--- src/rtl/mem_copy_engine_if.sv ---
// Control and memory-port bundle for mem_copy_engine; fill/fill_data exist only
// when MEM_COPY_FILL_EN is defined.
interface mem_copy_engine_if #(
  parameter int WIDTH     = 8,
  parameter int ADDR_SIZE = 10
);
  logic                 start;
  logic [ADDR_SIZE-1:0] src;
  logic [ADDR_SIZE-1:0] dst;
  logic [ADDR_SIZE:0]   len;
  logic                 busy;
  logic                 done;
  logic [ADDR_SIZE:0]   count;
  logic                 mem_cs;
  logic                 mem_wen;
  logic [ADDR_SIZE-1:0] mem_addr;
  logic [WIDTH-1:0]     mem_din;
  logic [WIDTH-1:0]     mem_dout;
`ifdef MEM_COPY_FILL_EN
  logic                 fill;
  logic [WIDTH-1:0]     fill_data;
`endif

  modport master (
`ifdef MEM_COPY_FILL_EN
    input  fill, fill_data,
`endif
    input  start, src, dst, len, mem_dout,
    output busy, done, count, mem_cs, mem_wen, mem_addr, mem_din
  );

  modport slave (
`ifdef MEM_COPY_FILL_EN
    output fill, fill_data,
`endif
    output start, src, dst, len, mem_dout,
    input  busy, done, count, mem_cs, mem_wen, mem_addr, mem_din
  );
endinterface

--- src/rtl/mem_copy_engine.sv ---
// Block copy inside one single-port memory: read/write alternate, one word per 2 cycles;
// done pulses the cycle after the last write. MEM_COPY_FILL_EN adds a 1-word/cycle fill mode.
module mem_copy_engine #(
  parameter int WIDTH     = 8,
  parameter int ADDR_SIZE = 10
) (
  input  logic              clk,
  input  logic              reset,
  mem_copy_engine_if.master bus
);
  typedef enum logic [1:0] {IDLE = 2'd0, RD = 2'd1, WR = 2'd2} state_t;

  state_t               state, state_nxt;
  logic [ADDR_SIZE-1:0] src_l, dst_l;
  logic [ADDR_SIZE:0]   len_l, count, count_nxt, count_inc;
  logic                 done, done_nxt, load;
  logic                 fill_l, fill_in;
  logic [WIDTH-1:0]     fill_data_l, fill_data_in;
  logic                 cs, wen;
  logic [ADDR_SIZE-1:0] addr;
  logic [WIDTH-1:0]     din;

`ifdef MEM_COPY_FILL_EN
  assign fill_in      = bus.fill;
  assign fill_data_in = bus.fill_data;
`else
  assign fill_in      = 1'b0;
  assign fill_data_in = '0;
`endif

  assign count_inc = count + 1'b1;

  always_ff @(posedge clk or posedge reset) begin
    if (reset) begin
      state       <= IDLE;
      done        <= 1'b0;
      count       <= '0;
      src_l       <= '0;
      dst_l       <= '0;
      len_l       <= '0;
      fill_l      <= 1'b0;
      fill_data_l <= '0;
    end else begin
      state <= state_nxt;
      done  <= done_nxt;
      count <= count_nxt;
      if (load) begin
        src_l       <= bus.src;
        dst_l       <= bus.dst;
        len_l       <= bus.len;
        fill_l      <= fill_in;
        fill_data_l <= fill_data_in;
      end
    end
  end

  always_comb begin
    state_nxt = state;
    done_nxt  = 1'b0;
    count_nxt = count;
    load      = 1'b0;
    cs        = 1'b0;
    wen       = 1'b0;
    addr      = '0;
    din       = '0;
    case (state)
      IDLE: begin
        if (bus.start) begin
          count_nxt = '0;
          if (bus.len != '0) begin
            load      = 1'b1;
            state_nxt = fill_in ? WR : RD;
          end else begin
            done_nxt = 1'b1;
          end
        end
      end
      RD: begin
        cs        = 1'b1;
        addr      = src_l + count[ADDR_SIZE-1:0];
        state_nxt = WR;
      end
      WR: begin
        // Copy data comes straight from the registered read launched in the prior RD cycle.
        cs        = 1'b1;
        wen       = 1'b1;
        addr      = dst_l + count[ADDR_SIZE-1:0];
        din       = fill_l ? fill_data_l : bus.mem_dout;
        count_nxt = count_inc;
        if (count_inc == len_l) begin
          done_nxt  = 1'b1;
          state_nxt = IDLE;
        end else begin
          state_nxt = fill_l ? WR : RD;
        end
      end
      default: state_nxt = IDLE;
    endcase
  end

  assign bus.busy     = (state != IDLE);
  assign bus.done     = done;
  assign bus.count    = count;
  assign bus.mem_cs   = cs;
  assign bus.mem_wen  = wen;
  assign bus.mem_addr = addr;
  assign bus.mem_din  = din;
endmodule

--- src/flat_wrapper.sv ---
// flat-port wrapper written by rule: the top's interface ports become plain ports
module mem_copy_engine_flat 
#(
  parameter int WIDTH     = 8,
  parameter int ADDR_SIZE = 10
)
  (clk, reset, bus_start, bus_src, bus_dst, bus_len, bus_mem_dout, bus_busy, bus_done, bus_count, bus_mem_cs, bus_mem_wen, bus_mem_addr, bus_mem_din);
  mem_copy_engine_if #(.WIDTH(WIDTH), .ADDR_SIZE(ADDR_SIZE)) bus_i ();
  input  logic clk;
  input  logic reset;
  input wire logic [$bits(bus_i.start)-1:0] bus_start;
  input wire logic [$bits(bus_i.src)-1:0] bus_src;
  input wire logic [$bits(bus_i.dst)-1:0] bus_dst;
  input wire logic [$bits(bus_i.len)-1:0] bus_len;
  input wire logic [$bits(bus_i.mem_dout)-1:0] bus_mem_dout;
  output wire logic [$bits(bus_i.busy)-1:0] bus_busy;
  output wire logic [$bits(bus_i.done)-1:0] bus_done;
  output wire logic [$bits(bus_i.count)-1:0] bus_count;
  output wire logic [$bits(bus_i.mem_cs)-1:0] bus_mem_cs;
  output wire logic [$bits(bus_i.mem_wen)-1:0] bus_mem_wen;
  output wire logic [$bits(bus_i.mem_addr)-1:0] bus_mem_addr;
  output wire logic [$bits(bus_i.mem_din)-1:0] bus_mem_din;
  assign bus_i.start = bus_start;
  assign bus_i.src = bus_src;
  assign bus_i.dst = bus_dst;
  assign bus_i.len = bus_len;
  assign bus_i.mem_dout = bus_mem_dout;
  assign bus_busy = bus_i.busy;
  assign bus_done = bus_i.done;
  assign bus_count = bus_i.count;
  assign bus_mem_cs = bus_i.mem_cs;
  assign bus_mem_wen = bus_i.mem_wen;
  assign bus_mem_addr = bus_i.mem_addr;
  assign bus_mem_din = bus_i.mem_din;
  mem_copy_engine #(.WIDTH(WIDTH), .ADDR_SIZE(ADDR_SIZE)) u_core (.clk(clk), .reset(reset), .bus(bus_i));
endmodule
--- config.mk ---
export PLATFORM = sky130hd
export DESIGN_NAME = mem_copy_engine_flat
export DESIGN_NICKNAME = d
export VERILOG_FILES = /design/src/rtl/mem_copy_engine_if.sv /design/src/rtl/mem_copy_engine.sv /design/src/flat_wrapper.sv
export SDC_FILE = /design/constraint.sdc
export NUM_CORES = 1
export LEC_CHECK = 0
export BUFFER_PORTS_ARGS = -buffer_cell sky130_fd_sc_hd__buf_2
export CAP_MARGIN = 20
export CORE_MARGIN = 4
export CORE_UTILIZATION = 30
export CTS_CLUSTER_DIAMETER = 120
export DETAILED_ROUTE_END_ITERATION = 8
export GPL_TIMING_DRIVEN = 0
export PLACE_DENSITY = 0.55
export SYNTH_ARGS = -nofsm -noshare
export SYNTH_HDL_FRONTEND = slang
export SYNTH_SLANG_ARGS = --single-unit
--- constraint.sdc ---
create_clock -name clk -period 4.8 [get_ports clk]
set_input_delay 0.48 -clock clk [delete_from_list [all_inputs] [get_ports clk]]
set_output_delay 0.48 -clock clk [all_outputs]
set_load 0.05 [all_outputs]
==> out/metrics.yaml <==
logic_synthesis:
  post-synth-top-count-cell: "dfrtp_1"
  syn_area_per_cell_sq_um: 9.984
  synth.distinct_cells: 48
  yosys-top-cells-count: "dfrtp_1 (45), mux2_2 (36), o21ai_0 (26)"
  synth_ff_type: "dfrtp_1"
  yosys_warnings: 0
  syn_area_sq_um: 2955
  synthAdderAreaFrac: 0.06605
  synth_mux_area_frac: 0.1622
  ys_seq_area_frac: 0.3810
  synth_top_family_by_area: "multiplexers"
  post_synth_and_or_nand_nor_area_fraction: 0.1482
  synth_xor_area_frac: 0.05631
  async_reset_ff_frac: 1.000
  synthesis.nets: 353
  synth_cells: 296
  synth_area_leader_cell: "dfrtp_1"
  synth_top_area_share: 0.3810
  synth_edf_count: 0
  synth.area.top_cells: "dfrtp_1 (38%), mux2_2 (14%), ha_1 (5.9%)"
  ys_ff_latch: 45
  synth_compound_area_frac: 0.1439
die:
  io_pins: 75
  initial_core_util: 0.3139
  rows: 35
  die_w_um: 107.3
  die_area_sq_um: 11500
  fp.coreArea_sq_um: 9415
  dieHeight_um: 107.3
status:
  outcome: "complete, no violations"
clock_network:
  clock_latency_ns: 0.31
  clock-sinks: 45
  numCtsBuffers: 5
  cts_tree: "done"
  h-tree-depth: 2
  clockBufferDepth: 2
  hold_buffers: 0
  clk_pin_slew_ns: 0.08
  cts_root_buffer: "clkbuf_8"
global_routing:
  grt_max_degree: 28
  grt_antenna_before_repair: 0
  grt_pass1_vias: 2398
  grt-ovfl-total: 0
  grt_pass1_wl_um: 12170
  grtUsageTotal: 0.1344
timing:
  slew-limit-headroom: 0.5401
  slew_violations: 0
  tightest_slew_ns: 0.6846
  tns_ns: 0
  timing.final.ws_setup_ns: 0.3673
  max_freq_mhz: 225.6
  fin_crit_sh: 0.9235
  setup_viol: 0
  hold_viol: 0
  rsz0062_at_grt: "no"
  fin_crit_ns: 4.433
  skew_ns: 0.01094
setup_path:
  critical_path_peak_fanout: 10
  rrSetupSlack_ns: 2.39
  crit_type: "flip-flop to primary output"
  cp_data_arrival_time_ns: 3.95
  cp_data_required_time_ns: 4.32
  start_kind: "flip-flop"
  critPathCaptureType: "primary output"
route:
  ant_nets: 0
  wl_um: 7750
  viasPerCell: 4.903
  drtIter0Drc: 175
  wl_per_cell_um: 15.29
  dr.pass1.iters: 4
  num_vias: 2486
  drc_errors: 0
power:
  clkPwrFrac: 0.123
  power_uw: 2381
  irDropWorstVdd_uv: 262.0
  p_int_uw: 1213
  leakagePower_uw: 0.001690
  netSwitchingFraction: 0.4905
  p_switching_uw: 1168
  p_comb_frac: 0.610
  power_frac_seq: 0.267
  pwr_density_cell_nw_per_um2: 658.3
final_layout:
  final_nets: 434
  drive_gt1_frac: 0.3651
  syn_to_final_growth_pct: 22.35
  post-route-util: 0.3841
  antenna_cells: 0
  final_cells: 507
placement:
  dp_hpwl_um: 6077
  place_inst: 499
  numPortBuffers: 73
  gp_congestion: 0.8577
  pre_cts_ws_ns: 0.2618
hold_path:
  hold_class: "input port to asynchronous set/reset pin"
flow_run:
  cap_violations: 0
[through the flow]
step / hold slack [ns] / cell area (sq um)
2_1_floorplan: 0.4522 / 2955
3_3_place_gp: 0.4692 / 3482
4_1_cts: 0.1724 / 3615
6_report: 0.1664 / 3616
3_5_place_dp: 0.4750 / 3502
5_1_grt: 0.1976 / 3616
[layout by cell type (no fill, tap or decap), types with 4 or more instances in the layout]
master    netlist  layout
buf_2           7      80
ha_1           14      14
o31a_1          7       7
dfrtp_1        45      45
nand2_1        12      12
nand4_1         6       6
clkbuf_1        8       7
o21ai_0        26      26
inv_1          13      12
nor2_1         15      15
o211ai_1        6       6
xnor2_1        11      11
mux2i_1         4       4
and2_1         11      11
nand3_1         8       8
a21oi_1        11      11
xor2_1          8       8
and3_1          6       6
nor3_1          5       5
mux2_2         36      36
clkbuf_8        0       5
[worst max-delay path: stages, from the launching register on]
cell	delay [ns]
dfrtp_1	0.41
inv_1	0.11
ha_1	0.22
clkbuf_2	0.28
clkbuf_2	0.34
mux2_2	0.41
ha_1	0.28
a21oi_1	0.21
o21ai_0	0.20
a2111oi_0	0.57
nor3_1	0.12
nor3b_1	0.21
buf_2	0.29
[cell type report]
| class | count | area, sq um |
|---|---|---|
| plain buffers | 16 | 78.83 |
| well taps | 129 | 161.4 |
| repair buffers | 74 | 385.4 |
| multi-input cells | 222 | 1704 |
| fillers | 980 | 5799 |
| clock inverters | 2 | 38.79 |
| inverters | 13 | 48.80 |
| flip-flops and latches | 45 | 1126 |
| clock buffers | 6 | 72.57 |
[final timing paths]
kind / from / endpoint / depth (start not counted)
worst max-delay path: u_core.state[0]$_DFFE_PP0P_ / bus_mem_addr[7] / 12
worst min-delay path: reset / u_core.dst_l[9]$_DFFE_PP0P_ / 2
worst max register to register: u_core.state[0]$_DFFE_PP0P_ / u_core.src_l[1]$_DFFE_PP0P_ / 6
worst min register to register: u_core.dst_l[8]$_DFFE_PP0P_ / u_core.dst_l[8]$_DFFE_PP0P_ / 1
max in group asynchronous: reset / u_core.bus.count[6]$_DFFE_PP0P_ / 3
min in group clk: bus_src[3] / u_core.src_l[3]$_DFFE_PP0P_ / 2
[cell families (layout without fill, tap and decap cells)]
group                    after synthesis  count (layout)
AO/OA/AOI/OAI                         66              66
adder cells (fa/ha/maj)               15              15
XOR/XNOR                              19              19
buffers and inverters                 29             111
AND/OR/NAND/NOR                       79              79
flip-flops                            45              45
multiplexers                          43              43
[power by group through the flow]
stage	Clock (uW)	Combinational, uW	Sequential [uW]
6_report	292	1450	636
5_1_grt	316	1570	658
4_1_cts	300	1470	638
2_1_floorplan	0	1130	632
3_5_place_dp	0	1470	646
3_3_place_gp	0	1450	637
[metal layers]
layer	vias up	wire, um	global-route usage
met3	8	372	0.02699
met5	-	0	0
met2	59	3582	0.2131
li1	1229	-	-
met4	0	97	0.03470
met1	1190	3697	0.1870
[state kept, by name (all words and copies together), names as in the netlist]
signal / count
u_core.dst_l: 10
u_core.bus.done: 1
u_core.state: 2
u_core.len_l: 11
u_core.bus.count: 11
u_core.src_l: 10
[repair_timing]
action,4_1_cts,5_1_grt
gates resized for setup,1,2
buffers inserted,0,0
hold endpoints to repair,0,0
setup endpoints to repair,1,1
Note: power is estimated with default switching activity, not from simulation.
